--- config.mk ---
export PLATFORM = sky130hd
export DESIGN_NAME = piso_tx_flat
export DESIGN_NICKNAME = d
export VERILOG_FILES = /design/src/rtl/piso_pkg.sv /design/src/rtl/piso_tx_if.sv /design/src/rtl/piso_tx_bit_timer.sv /design/src/rtl/piso_tx.sv /design/src/flat_wrapper.sv
export SDC_FILE = /design/constraint.sdc
export NUM_CORES = 1
export LEC_CHECK = 0
export ABC_AREA = 1
export BUFFER_PORTS_ARGS = -buffer_cell sky130_fd_sc_hd__buf_2
export CORE_AREA = 5 5 42 44
export CTS_CLUSTER_DIAMETER = 100
export DETAILED_ROUTE_END_ITERATION = 16
export DIE_AREA = 0 0 47 49
export HOLD_SLACK_MARGIN = 0.05
export PLACE_DENSITY = 0.7
export SLEW_MARGIN = 5
export SYNTH_ARGS = -nofsm -noshare
export SYNTH_HDL_FRONTEND = slang
export SYNTH_SLANG_ARGS = --single-unit
--- constraint.sdc ---
create_clock -name clk -period 1.2 [get_ports clk]
set_input_delay 0.24 -clock clk [delete_from_list [all_inputs] [get_ports clk]]
set_output_delay 0.24 -clock clk [all_outputs]
set_load 0.02 [all_outputs]
--- src/rtl/piso_pkg.sv ---
// Shared definitions for the piso_tx serial transmitter and its helpers.
package piso_pkg;

  // Frame sequencer states, 2-bit encoding.
  typedef enum logic [1:0] {
    IDLE  = 2'b00,
    START = 2'b01,
    DATA  = 2'b10,
    STOP  = 2'b11
  } state_e;

  // Line levels for the framing bits.
  localparam logic IDLE_LEVEL  = 1'b1;
  localparam logic START_LEVEL = 1'b0;
  localparam logic STOP_LEVEL  = 1'b1;

  // Width of a counter that must hold 0..n-1; never narrower than one bit.
  function automatic int cnt_width(input int n);
    return (n > 1) ? $clog2(n) : 1;
  endfunction

endpackage : piso_pkg

--- src/rtl/piso_tx_if.sv ---
// Parallel-side handshake and serial-side status of the transmitter.
interface piso_tx_if #(
  parameter int DATA_W = 3
);
  logic [DATA_W-1:0] d;      // word to send, sampled on accept
  logic              load;   // source offers a word
  logic              ready;  // transmitter idle, can accept
  logic              tx;     // serial line, idles high
  logic              busy;   // frame in progress
  logic              done;   // one-cycle pulse after stop bit

  // Data source: offers words and watches the transmitter status.
  modport master (
    output d, load,
    input  ready, tx, busy, done
  );

  // Transmitter: takes words and produces the serial line.
  modport slave (
    input  d, load,
    output ready, tx, busy, done
  );
endinterface : piso_tx_if

--- src/rtl/piso_tx_bit_timer.sv ---
// Bit-period timer: counts CLKS_PER_BIT clocks per serial bit and flags the
// last clock of each period. Shared with the receiving end of the link.
module bit_timer
  import piso_pkg::*;
#(
  parameter int CLKS_PER_BIT = 4
) (
  input  logic clk,
  input  logic rst_n,
  input  logic clr,    // restart the period from zero
  input  logic en,     // count while a frame is on the line
  output logic tick    // last clock of the current bit period
);

  localparam int              CNT_W = cnt_width(CLKS_PER_BIT);
  localparam logic [CNT_W-1:0] LAST  = CNT_W'(CLKS_PER_BIT - 1);

  logic [CNT_W-1:0] cnt_q;
  logic [CNT_W-1:0] cnt_d;

  // With CLKS_PER_BIT=1 LAST is 0, so every enabled cycle is a tick.
  assign tick = en && (cnt_q == LAST);

  // Next count: clear wins, otherwise advance and wrap at the bit boundary.
  always_comb begin
    // NOTE: default first so every path assigns cnt_d and no latch is inferred.
    cnt_d = cnt_q;
    if (clr) begin
      cnt_d = '0;
    end else if (en) begin
      cnt_d = tick ? '0 : cnt_q + CNT_W'(1);
    end
  end

  // Counter register with asynchronous clear.
  always_ff @(posedge clk or negedge rst_n) begin
    // NOTE: non-blocking here so all flops update from pre-edge values.
    if (!rst_n) begin
      cnt_q <= '0;
    end else begin
      cnt_q <= cnt_d;
    end
  end

endmodule : bit_timer

--- src/rtl/piso_tx.sv ---
// Parallel-in/serial-out transmitter: start bit, DATA_W data bits LSB-first,
// stop bit, each held for CLKS_PER_BIT clocks. tx/busy/done are registered.
module piso_tx #(
  parameter int DATA_W       = 3,
  parameter int CLKS_PER_BIT = 4
) (
  input  logic      clk,
  input  logic      reset,   // asynchronous, active-low
  piso_tx_if.slave  bus
);
  import piso_pkg::*;

  localparam int               IDX_W    = cnt_width(DATA_W);
  localparam logic [IDX_W-1:0] LAST_IDX = IDX_W'(DATA_W - 1);

  state_e            state_q, state_d;
  logic [DATA_W-1:0] shift_q, shift_d;
  logic [IDX_W-1:0]  idx_q,   idx_d;
  logic              tx_q,    tx_d;
  logic              busy_q,  busy_d;
  logic              done_q,  done_d;

  logic ready_w;
  logic accept;
  logic timer_en;
  logic bit_tick;

  // Ready depends on state only, so a source may wait on it without a loop.
  assign ready_w   = (state_q == IDLE);
  assign accept    = bus.load && ready_w;
  assign timer_en  = (state_q != IDLE);

  assign bus.ready = ready_w;
  assign bus.tx    = tx_q;
  assign bus.busy  = busy_q;
  assign bus.done  = done_q;

  bit_timer #(
    .CLKS_PER_BIT (CLKS_PER_BIT)
  ) u_bit_timer (
    .clk   (clk),
    .rst_n (reset),
    .clr   (accept),
    .en    (timer_en),
    .tick  (bit_tick)
  );

  // Next state, shift register and bit index; loads ignored outside IDLE.
  always_comb begin
    state_d = state_q;
    shift_d = shift_q;
    idx_d   = idx_q;
    case (state_q)
      IDLE: begin
        if (accept) begin
          state_d = START;
          shift_d = bus.d;
          idx_d   = '0;
        end
      end
      START: begin
        if (bit_tick) state_d = DATA;
      end
      DATA: begin
        if (bit_tick) begin
          shift_d = shift_q >> 1;
          if (idx_q == LAST_IDX) begin
            state_d = STOP;
            idx_d   = '0;
          end else begin
            idx_d = idx_q + IDX_W'(1);
          end
        end
      end
      STOP: begin
        if (bit_tick) state_d = IDLE;
      end
      default: state_d = IDLE;
    endcase
  end

  // Output values for the next cycle, derived from where the FSM is going so
  // the registered tx changes in the same cycle the state does.
  always_comb begin
    tx_d = IDLE_LEVEL;
    case (state_d)
      START:   tx_d = START_LEVEL;
      DATA:    tx_d = shift_d[0];
      STOP:    tx_d = STOP_LEVEL;
      default: tx_d = IDLE_LEVEL;
    endcase
    busy_d = (state_d != IDLE);
    done_d = (state_q == STOP) && bit_tick;
  end

  // State, shift register and bit index; reset drops any frame in flight.
  always_ff @(posedge clk or negedge reset) begin
    if (!reset) begin
      state_q <= IDLE;
      shift_q <= '0;
      idx_q   <= '0;
    end else begin
      state_q <= state_d;
      shift_q <= shift_d;
      idx_q   <= idx_d;
    end
  end

  // Registered outputs: line high, not busy, no done while in reset.
  always_ff @(posedge clk or negedge reset) begin
    if (!reset) begin
      tx_q   <= IDLE_LEVEL;
      busy_q <= 1'b0;
      done_q <= 1'b0;
    end else begin
      tx_q   <= tx_d;
      busy_q <= busy_d;
      done_q <= done_d;
    end
  end

endmodule : piso_tx
--- src/flat_wrapper.sv ---
// flat-port wrapper written by rule: the top's interface ports become plain ports
module piso_tx_flat import piso_pkg::*;
#(
  parameter int DATA_W       = 3,
  parameter int CLKS_PER_BIT = 4
)
  (clk, reset, bus_d, bus_load, bus_ready, bus_tx, bus_busy, bus_done);
  piso_tx_if #(.DATA_W(DATA_W)) bus_i ();
  input  logic clk;
  input  logic reset;
  input wire logic [$bits(bus_i.d)-1:0] bus_d;
  input wire logic [$bits(bus_i.load)-1:0] bus_load;
  output wire logic [$bits(bus_i.ready)-1:0] bus_ready;
  output wire logic [$bits(bus_i.tx)-1:0] bus_tx;
  output wire logic [$bits(bus_i.busy)-1:0] bus_busy;
  output wire logic [$bits(bus_i.done)-1:0] bus_done;
  assign bus_i.d = bus_d;
  assign bus_i.load = bus_load;
  assign bus_ready = bus_i.ready;
  assign bus_tx = bus_i.tx;
  assign bus_busy = bus_i.busy;
  assign bus_done = bus_i.done;
  piso_tx #(.DATA_W(DATA_W), .CLKS_PER_BIT(CLKS_PER_BIT)) u_core (.clk(clk), .reset(reset), .bus(bus_i));
endmodule
==> results.yml, run 1 <==
sta:
  timing_worst_slew_pin_value_ns: 0.277
  fin_worst_skew_ns: 0.00608
  final_min_period_over_clock_period_pct: 104
  final_max_slew_violation_count: 0
  fmax_mhz: 799
  fin_crit_ns: 1.25
  timing.slew.headroom_pct: 81.5
  rsz0062_at_grt: "true"
  finalSetupTns_ns: -0.105
  setup_slack_ns: -0.0509
  hold_viol: 0
  report.final.setup_viol: 4
power:
  fin_total_pwr_w: 0.00238
  ir_worst_vdd_v: 0.00157
  power.density_nw_per_um2: 2850
  total_leakage_power_nw: 0.405
clock_tree:
  total_number_of_h_tree_levels: 1
  worst_skew_pair.late_latency_ns: 0.28
  cts_made_buffers: 3
  cts_tree: "yes"
  clk_path_buf_depth: 2
  cts_sinks: 12
  cts.reportedPaths.clkPinSlew_ns: 0.08
  clock-root-buffer: "sky130_fd_sc_hd__clkbuf_4"
placed_design:
  detailed_place.area_sq_um: 647
  place.gp.congestion: 0.731
  detailedPlacementHpwl_um: 785
  port-buffer-count: 9
  placedCellCount: 92
run_status:
  outcome: "finished with violations"
  violations: "negative setup slack"
routing:
  ant_nets: 0
  routed_wl_um: 1350
  vias_per_cell: 4.95
  avgRoutedWirePerCell_um: 13.0
  dr_drc_count: 0
  detailedRoute.firstPassIterationCount: 4
  initialDrtViolationCount: 11
  total_via_count_in_the_routed_design: 515
yosys:
  syn-cell-area_sq_um: 567
  synthDistinctLibCells: 17
  synth.ff_latch_count: 12
  ys_top_cells_by_area: "sky130_fd_sc_hd__dfrtp_1 49%, sky130_fd_sc_hd__nand3_1 7.9%, sky130_fd_sc_hd__inv_1 7.3%, sky130_fd_sc_hd__nand2_1 7.3%, sky130_fd_sc_hd__dfstp_2 4.6%"
  synth_fp_nets: 72
  yosysTopAreaCellShare_pct: 48.6
  syn-mean-instance-area_sq_um: 8.72
  cell_accounting_for_the_most_synthesized_area: "sky130_fd_sc_hd__dfrtp_1"
  synth.yosys.seq_area_share_pct: 53.2
  ys_warn_count: 0
  synthCells: 65
final_layout:
  n_antenna_cell: 0
  post_layout_nonfiller_instances: 104
  most-common-layout-cells: "9 x sky130_fd_sc_hd__inv_1, 9 x sky130_fd_sc_hd__nand3_1, 9 x sky130_fd_sc_hd__buf_4, 9 x sky130_fd_sc_hd__dfrtp_1"
  utilization_pct: 59.6
  drive_gt1_share_pct: 47.7
  num-nets-final: 96
  layout-area-overhead-vs-synth_pct: 47.2
  stdcell_area_sq_um: 835
worst_setup_path:
  critical_path_cell_list: "nor2_4 > buf_6"
  worstSetupStartpointType: "register"
  critPathMaxStageDelay_ns: 0.47
  setup.worst_path.class: "reg -> out"
  worstPathBufferInverterCount: 1
  crit_arrival_ns: 1.01
  path_max_fanout: 5
  critical-path-top-delay-family: "flip-flops"
  critPathCaptureType: "output pin"
  endpoint_required_time_on_the_critical_path_ns: 0.96
  crit_slowest_cell: "sky130_fd_sc_hd__dfrtp_2"
die:
  std_cell_rows: 14
  pin_count: 10
  core-area_sq_um: 1400
  initial_core_utilization_pct: 40.4
  die_height_um: 49
  die_area_sq_um: 2300
  die_w_um: 47
grt:
  grt_max_degree: 13
  antenna_found_initial: 0
  grt.overflow.total: 0
  grt_first_pass_wirelength_um: 2040
  number_of_global_route_vias_before_repair: 480
  grt_use_total_pct: 12.3
flow_run:
  maxCapViolCount: 0
worst_hold_path:
  min_path_type: "in -> reg"
==> cells in the mapped netlist, drive strengths merged <==
cell / number
dfstp: 1
o211ai: 1
o21ai: 4
nor3: 1
inv: 11
a21oi: 4
nand3: 9
nor2: 6
nand2: 12
nand4: 3
or2: 1
dfrtp: 11
ha: 1
==> power breakdown <==
part	internal (W)	switching, W	total, W
clock	0.000185	0.000145	0.000329
combinational	0.000604	0.000717	0.00132
sequential	0.000597	0.000135	0.000732
==> area by class of cell <==
class | count | area, sq um
timing repair buffer | 19 | 135
tap | 16 | 20.0
multi-input combinational | 42 | 295
sequential | 12 | 304
fill | 134 | 567
clock buffer | 4 | 36.3
inverter | 11 | 43.8
==> cells by family after synthesis <==
kind of cell	share of synthesized area, %
AO/OA/AOI/OAI	9.05
adder cells (fa/ha/maj)	2.21
buffers and inverters	7.28
flip-flops	53.2
AND/OR/NAND/NOR	28.3
==> stage by stage <==
stage	hold WS (ns)	setup slack [ns]
3_5_place_dp	0.138	-0.0226
5_1_grt	0.254	-0.0945
4_1_cts	0.213	-0.0501
3_3_place_gp	0.131	0.00500
6_report	0.206	-0.0509
2_1_floorplan	-0.0556	0.0311
==> path summary, 6_finish.rpt <==
| check | start | to | slack (ns) | cells past startpoint |
|---|---|---|---|---|
| setup reg to reg | u_core.state_q[0] | u_core.u_bit_timer.cnt_q[0] | -0.04 | 5 |
| setup / recovery | u_core.state_q[0] | bus_ready | -0.05 | 2 |
| max in group asynchronous | reset | u_core.bus.tx | 0.57 | 2 |
| hold / removal | bus_d[2] | u_core.shift_q[2] | 0.21 | 3 |
| hold reg to reg | u_core.shift_q[0] | u_core.shift_q[0] | 0.53 | 2 |
| min in group asynchronous | reset | u_core.u_bit_timer.cnt_q[1] | 0.36 | 2 |
==> worst min-delay path, stage by stage <==
cell                      delay (ns)
sky130_fd_sc_hd__buf_2          0.08
sky130_fd_sc_hd__nand3_1        0.06
sky130_fd_sc_hd__o21ai_0        0.07
==> per-layer routing <==
metal  track usage, %  part of all wire (%)
met1             16.2                    42
met2             17.6                    50
met3             2.21                   4.7
met4             8.29                   3.0
met5                0                     0
==> flip-flops by register name, summed over array words and instances (netlist names) <==
signal	count
u_core.shift_q	3
u_core.idx_q	2
u_core.state_q	2
u_core.u_bit_timer.cnt_q	2
u_core.bus.busy	1
u_core.bus.done	1
u_core.bus.tx	1
==> what timing repair did <==
| action | in CTS | in global routing |
|---|---|---|
| endpoints found under the setup margin | 6 | 11 |
| cloned | 0 | 0 |
| hold buffers | 1 | 0 |
| endpoints found under the hold margin | 11 | 0 |
| pin swaps | 2 | 7 |
| buffers inserted | 3 | 4 |
| gates resized for setup | 6 | 22 |
Note: power is estimated with default switching activity, not from simulation.
==> inputs of run 2 (changes only) <==
--- a/config.mk
+++ b/config.mk
@@ -7,13 +7,15 @@
 export LEC_CHECK = 0
 export ABC_AREA = 1
 export BUFFER_PORTS_ARGS = -buffer_cell sky130_fd_sc_hd__buf_2
-export CORE_AREA = 5 5 42 44
+export CAP_MARGIN = 10
+export CORE_MARGIN = 5
+export CORE_UTILIZATION = 30
 export CTS_CLUSTER_DIAMETER = 100
 export DETAILED_ROUTE_END_ITERATION = 16
-export DIE_AREA = 0 0 47 49
 export HOLD_SLACK_MARGIN = 0.05
-export PLACE_DENSITY = 0.7
+export PLACE_DENSITY = 0.53
 export SLEW_MARGIN = 5
 export SYNTH_ARGS = -nofsm -noshare
 export SYNTH_HDL_FRONTEND = slang
+export SYNTH_HIERARCHICAL = 1
 export SYNTH_SLANG_ARGS = --single-unit
==> run 2 against run 1 <==
The flow still finishes with violations (negative setup slack). Worst setup slack got worse by 0.018 ns. Cell area increased by 7.8%. Global-route usage decreased by 3.9 points. Core utilization decreased by 14 points. Cell count increased by 18%. Wire length decreased by 12%. Combinational power increased by 11%. Sequential cell count unchanged. Register-to-register slack got worse by 0.02 ns. Clock-buffer cell count unchanged. Non-clock buffer count increased by 1. Maximum frequency decreased by 1.4%.
==> results.yml, run 2 <==
run_status:
  outcome: "finished with violations"
  violations: "negative setup slack"
worst_setup_path:
  worst_r2r_startpoint: "u_core/u_bit_timer/cnt_q[0]"
  regToRegEndpoint: "u_core/bus.tx"
  setup.worst_path.class: "reg -> out"
  worst_setup_path_startpoint: "u_core/state_q[1]"
  critPathCaptureType: "output pin"
  endpoint_required_time_on_the_critical_path_ns: 0.96
  crit_arrival_ns: 1.03
  path_max_fanout: 2
  r2r_slack_ns: -0.06
  rr_worst_depth: 9
  timing.critical_path.to: "bus_ready"
  worstSetupStartpointType: "register"
power:
  power.sequential.fraction_pct: 28.1
  combinationalPowerShare_pct: 59.1
  power_switching_share_pct: 41.6
  net-switching-power_w: 0.00103
  clock_power_share_pct: 12.8
  ir_worst_vdd_v: 0.000962
  total_leakage_power_nw: 0.446
  power.internal_w: 0.00145
  power.density_nw_per_um2: 2750
worst_hold_path:
  min_path_type: "in -> reg"
grt:
  antenna_found_initial: 0
  grt.overflow.total: 0
  number_of_global_route_vias_before_repair: 474
  grt_first_pass_wirelength_um: 2060
  grt_max_degree: 13
  grt_use_total_pct: 8.47
yosys:
  yosysTopAreaCellShare_pct: 44.0
  synthDistinctLibCells: 21
  synth_fp_nets: 79
  synth-main-ff-cell: "sky130_fd_sc_hd__dfrtp_1"
  syn-cell-area_sq_um: 626
  ys_top_cells_by_area: "sky130_fd_sc_hd__dfrtp_1 44%, sky130_fd_sc_hd__inv_1 7.2%, sky130_fd_sc_hd__nand2_1 6.6%, sky130_fd_sc_hd__nand2_2 5.0%, sky130_fd_sc_hd__dfstp_2 4.2%"
  synth.ff_latch_count: 12
  netlist_top_cells_count: "12 x sky130_fd_sc_hd__inv_1, 11 x sky130_fd_sc_hd__dfrtp_1, 11 x sky130_fd_sc_hd__nand2_1"
  yosys.cell_count.top_type: "sky130_fd_sc_hd__inv_1"
  syn-mean-instance-area_sq_um: 8.69
  cell_accounting_for_the_most_synthesized_area: "sky130_fd_sc_hd__dfrtp_1"
  synth.yosys.seq_area_share_pct: 48.2
  synthCells: 72
  fraction_of_synthesis_flops_using_an_asynchronous_set_or_reset_pin_pct: 100
  edff_count_synth: 0
  ys_warn_count: 6
final_layout:
  stdcell_area_sq_um: 900
  layout-area-overhead-vs-synth_pct: 43.8
  n_antenna_cell: 0
  largest_register_ff_count: 3
  top_register: "u_core/shift_q"
  n_fill_cell: 197
  drive_gt1_share_pct: 54.2
  layout_commonest_cell: "sky130_fd_sc_hd__dfrtp_1"
  num-nets-final: 104
  post_layout_nonfiller_instances: 123
  most-common-layout-cells: "10 x sky130_fd_sc_hd__dfrtp_1, 9 x sky130_fd_sc_hd__inv_1, 9 x sky130_fd_sc_hd__nand2_1"
  multiInputGateArea_sq_um: 315
  area_occupied_by_registers_sq_um: 303
routing:
  detailedRoute.firstPassIterationCount: 4
  avgRoutedWirePerCell_um: 9.68
  total_via_count_in_the_routed_design: 519
  ant_nets: 0
  routed_wl_um: 1190
  initialDrtViolationCount: 6
  vias_per_cell: 4.22
  dr_drc_count: 0
die:
  die_w_um: 55.7
  die_area_sq_um: 3100
  die_height_um: 55.7
  std_cell_rows: 16
  initial_core_utilization_pct: 31.6
  pin_count: 10
  core-area_sq_um: 1980
clock_tree:
  worst_skew_pair.late_latency_ns: 0.27
  total_number_of_h_tree_levels: 1
  cts_sinks: 12
  clock-root-buffer: "sky130_fd_sc_hd__clkbuf_4"
  clk_path_buf_depth: 2
  cts_tree: "yes"
  cts_made_buffers: 3
  cts.reportedPaths.clkPinSlew_ns: 0.08
sta:
  final_max_slew_violation_count: 0
  setup_slack_ns: -0.0685
  finalSetupTns_ns: -0.142
  timing_worst_slew_pin_value_ns: 0.271
  final_min_period_over_clock_period_pct: 106
  fin_crit_ns: 1.27
  report.final.setup_viol: 3
  rsz0062_at_grt: "true"
  hold_viol: 0
  fin_worst_skew_ns: 0.00342
  timing.slew.headroom_pct: 81.9
  fmax_mhz: 788
placed_design:
  place.gp.congestion: 0.758
  port-buffer-count: 9
  pre_cts_slack_ns: -0.0713
  detailed_place.area_sq_um: 772
  detailedPlacementHpwl_um: 883
  placedCellCount: 116
flow_run:
  maxCapViolCount: 0
==> run 2: timing repair <==
action	CTS	global route
resized for setup	12	6
pin swaps	5	1
gates cloned	0	0
buffers inserted	2	0
hold buffers	1	0
endpoints found under the hold margin	11	0
endpoints found under the setup margin	5	12
==> run 2: critical path, stage by stage (launching register included) <==
cell,delay (ns)
sky130_fd_sc_hd__dfrtp_1,0.41
sky130_fd_sc_hd__nor2_4,0.14
sky130_fd_sc_hd__buf_6,0.11
sky130_fd_sc_hd__buf_6,0.10
==> run 2: routing by layer <==
| metal | wire length [um] | GRT usage [%] |
|---|---|---|
| met1 | 602 | 11.4 |
| met2 | 508 | 11.1 |
| met5 | 0 | 0 |
| met4 | 10 | 6.25 |
| met3 | 70 | 2.55 |
==> run 2: per-stage QoR <==
| stage | hold slack, ns | util [%] | total power [W] |
|---|---|---|---|
| floorplan | -0.0556 | - | 0.00151 |
| global placement | 0.136 | 39.0 | 0.00188 |
| detailed placement | 0.136 | 39.0 | 0.00189 |
| CTS | 0.186 | 44.4 | 0.00244 |
| global route | 0.206 | 45.4 | 0.00269 |
| finish | 0.193 | 45.4 | 0.00248 |
==> run 2: worst min-delay path by stage <==
| stage | start | slack [ns] | to | depth (start not counted) |
|---|---|---|---|---|
| final | bus_d[2] | 0.19 | u_core/shift_q[2] | 3 |
| after global placement | reset | 0.14 | u_core/u_bit_timer/cnt_q[0] | 1 |
| after floorplan | reset | -0.06 | u_core/bus.busy | 0 |
| after global routing | bus_d[2] | 0.21 | u_core/shift_q[2] | 3 |
| after detailed placement | reset | 0.14 | u_core/u_bit_timer/cnt_q[0] | 1 |
| after CTS | bus_d[2] | 0.19 | u_core/shift_q[2] | 3 |
==> run 2: cell families after synthesis <==
| group | after synthesis | synth area share [%] |
|---|---|---|
| AO/OA/AOI/OAI | 8 | 9.20 |
| adder cells (fa/ha/maj) | 1 | 2.00 |
| buffers and inverters | 15 | 9.00 |
| flip-flops | 12 | 48.2 |
| AND/OR/NAND/NOR | 36 | 31.6 |
==> run 2: layout make-up <==
class / count / area share, %
Sequential cell: 12 / 33.7
Timing Repair Buffer: 20 / 16.7
Inverter: 15 / 6.82
Multi-Input combinational cell: 45 / 35.0
Clock buffer: 4 / 4.03
Tap cell: 27 / 3.76
==> run 2: power by group through the flow <==
stage	Combinational [W]	Clock, W	Sequential [W]
2_1_floorplan	0.000734	0	0.000772
3_3_place_gp	0.00117	0	0.000702
3_5_place_dp	0.00118	0	0.000705
4_1_cts	0.00141	0.000334	0.000698
5_1_grt	0.00161	0.000359	0.000725
6_report	0.00146	0.000317	0.000697
==> inputs of run 3 (changes only) <==
--- a/config.mk
+++ b/config.mk
@@ -13,7 +13,7 @@
 export CTS_CLUSTER_DIAMETER = 100
 export DETAILED_ROUTE_END_ITERATION = 16
 export HOLD_SLACK_MARGIN = 0.05
-export PLACE_DENSITY = 0.53
+export PLACE_DENSITY = 0.52
 export SLEW_MARGIN = 5
 export SYNTH_ARGS = -nofsm -noshare
 export SYNTH_HDL_FRONTEND = slang
==> constraint.sdc (replaced) <==
create_clock -name clk -period 1.29 [get_ports clk]
set_input_delay 0.258 -clock clk [delete_from_list [all_inputs] [get_ports clk]]
set_output_delay 0.258 -clock clk [all_outputs]
set_load 0.02 [all_outputs]
==> run 3 against run 2 <==
The run still ends with negative setup slack left. Wire length fell by 2.1%. Worst setup slack improved by 0.054 ns. Global-route usage rose by 0.94 points. Clock power fell by 6.9%. First-iteration DRC count rose by 17%. Sequential cell count did not move.
==> results.yml, run 3 (synthesis results as in run 2) <==
run_status:
  outcome: "finished with violations"
  violations: "negative setup slack"
sta:
  setup_slack_ns: -0.0143
  hold_slack_ns: 0.215
  final_min_period_over_clock_period_pct: 101
  rsz0062_at_grt: "true"
  hold_viol: 0
  report.final.setup_viol: 2
  fin_worst_skew_ns: 0.00610
  fin_crit_ns: 1.30
  timing_worst_slew_pin_value_ns: 0.276
  timing.slew.headroom_pct: 81.6
  final_max_slew_violation_count: 0
  fmax_mhz: 767
power:
  clock_power_share_pct: 13.6
  power.internal_w: 0.00125
  power_switching_share_pct: 42.2
  total_leakage_power_nw: 0.434
  net-switching-power_w: 0.000914
  power.density_nw_per_um2: 2550
  power.sequential.fraction_pct: 29.7
  combinationalPowerShare_pct: 56.7
  ir_worst_vdd_v: 0.000897
die:
  core-area_sq_um: 1980
  initial_core_utilization_pct: 31.6
  die_height_um: 55.7
  die_w_um: 55.7
  std_cell_rows: 16
  pin_count: 10
  die_area_sq_um: 3100
grt:
  grt.overflow.total: 0
  grt_use_total_pct: 9.41
  grt_first_pass_wirelength_um: 2230
  number_of_global_route_vias_before_repair: 500
  antenna_found_initial: 0
  grt_max_degree: 13
final_layout:
  stdcell_area_sq_um: 850
  drive_gt1_share_pct: 48.4
  n_antenna_cell: 0
  multiInputGateArea_sq_um: 297
  top_register: "u_core/shift_q"
  layout-area-overhead-vs-synth_pct: 35.8
  n_fill_cell: 192
  largest_register_ff_count: 3
  area_occupied_by_registers_sq_um: 303
  num-nets-final: 101
  most-common-layout-cells: "10 x sky130_fd_sc_hd__inv_1, 10 x sky130_fd_sc_hd__dfrtp_1, 9 x sky130_fd_sc_hd__nand2_1"
clock_tree:
  clock-root-buffer: "sky130_fd_sc_hd__clkbuf_4"
  cts_sinks: 12
  worst_skew_pair.late_latency_ns: 0.27
  cts_tree: "yes"
  cts.reportedPaths.clkPinSlew_ns: 0.08
  total_number_of_h_tree_levels: 1
  clk_path_buf_depth: 2
  cts_made_buffers: 3
worst_setup_path:
  endpoint_required_time_on_the_critical_path_ns: 1.03
  worstSetupStartpointType: "register"
  path_max_fanout: 2
  critical_path_cell_list: "nor2_4 > buf_6 > buf_6"
  worstPathBufferInverterCount: 2
  critical_path.most_common_cell: "sky130_fd_sc_hd__buf_6"
  crit_arrival_ns: 1.05
  critPathMaxStageDelay_ns: 0.43
  critical-path-top-delay-family: "flip-flops"
  critPathCaptureType: "output pin"
  setup.worst_path.class: "reg -> out"
  crit_slowest_cell: "sky130_fd_sc_hd__dfrtp_2"
routing:
  detailedRoute.firstPassIterationCount: 4
  initialDrtViolationCount: 7
  vias_per_cell: 4.35
  ant_nets: 0
  routed_wl_um: 1170
  avgRoutedWirePerCell_um: 9.72
  dr_drc_count: 0
  total_via_count_in_the_routed_design: 522
worst_hold_path:
  min_path_type: "in -> reg"
placed_design:
  detailedPlacementHpwl_um: 870
  detailed_place.area_sq_um: 749
  place.gp.congestion: 0.710
  port-buffer-count: 9
flow_run:
  maxCapViolCount: 0
## run 3: timing repair
item	4_1_cts	5_1_grt
endpoints found under the setup margin	2	8
pin swaps	1	3
hold buffers	1	0
resized for setup	5	5
endpoints found under the hold margin	11	0
setup buffers	2	0
## run 3: final cells by class
type | count | area share [%]
timing repair buffer | 17 | 14.3
sequential | 12 | 35.6
inverter | 15 | 6.92
tap | 27 | 3.98
clock buffer | 4 | 4.27
multi-input combinational | 45 | 34.9
## run 3: power groups by stage
stage                     logic, W  registers (W)  clock network (W)
after floorplan           0.000682       0.000718                  0
after global placement     0.00105       0.000652                  0
after detailed placement   0.00105       0.000658                  0
after CTS                  0.00119       0.000647           0.000310
after global routing       0.00139       0.000669           0.000341
final                      0.00123       0.000645           0.000295
## run 3: routing by layer
layer,track usage [%],routed length (um),part of all wire (%),up-vias
met2,12.8,490,42,12
met5,0,0,0,-
met3,3.25,51,4.4,7
met1,11.5,567,49,231
met4,8.33,57,4.9,0
li1,-,-,-,272
## run 3: stage by stage
stage / setup slack (ns) / cells / setup TNS (ns) / total power (W) / util, %
after floorplan: -0.134 / 72 / -0.377 / 0.00140 / -
after global placement: 0.0167 / 113 / 0 / 0.00170 / 37.8
after detailed placement: 0.00295 / 113 / 0 / 0.00171 / 37.8
after CTS: -0.0180 / 120 / -0.0180 / 0.00214 / 42.0
after global routing: -0.144 / 120 / -0.396 / 0.00241 / 42.9
final: -0.0143 / 120 / -0.0205 / 0.00217 / 42.9
## run 3: worst paths after layout
| check | to | cells after the start | slack (ns) | from |
|---|---|---|---|---|
| worst max-delay path | bus_ready | 3 | -0.01 | u_core/state_q[0] |
| worst min-delay path | u_core/shift_q[2] | 3 | 0.22 | bus_d[2] |
| worst max register to register | u_core/bus.tx | 10 | -0.01 | u_core/state_q[0] |
| worst min register to register | u_core/shift_q[0] | 2 | 0.53 | u_core/shift_q[0] |
| max in group asynchronous | u_core/bus.tx | 2 | 0.62 | reset |
| min in group asynchronous | u_core/bus.done | 2 | 0.40 | reset |
## run 3: worst register-to-register path, cell delays in order (launching register included)
cell,delay [ns]
sky130_fd_sc_hd__dfrtp_2,0.43
sky130_fd_sc_hd__nor2_4,0.13
sky130_fd_sc_hd__inv_2,0.05
sky130_fd_sc_hd__nand2_2,0.08
sky130_fd_sc_hd__inv_4,0.06
sky130_fd_sc_hd__a21oi_4,0.18
sky130_fd_sc_hd__inv_1,0.05
sky130_fd_sc_hd__nand2_1,0.07
sky130_fd_sc_hd__nand3_1,0.07
sky130_fd_sc_hd__nand2_1,0.06
sky130_fd_sc_hd__nand2_1,0.06
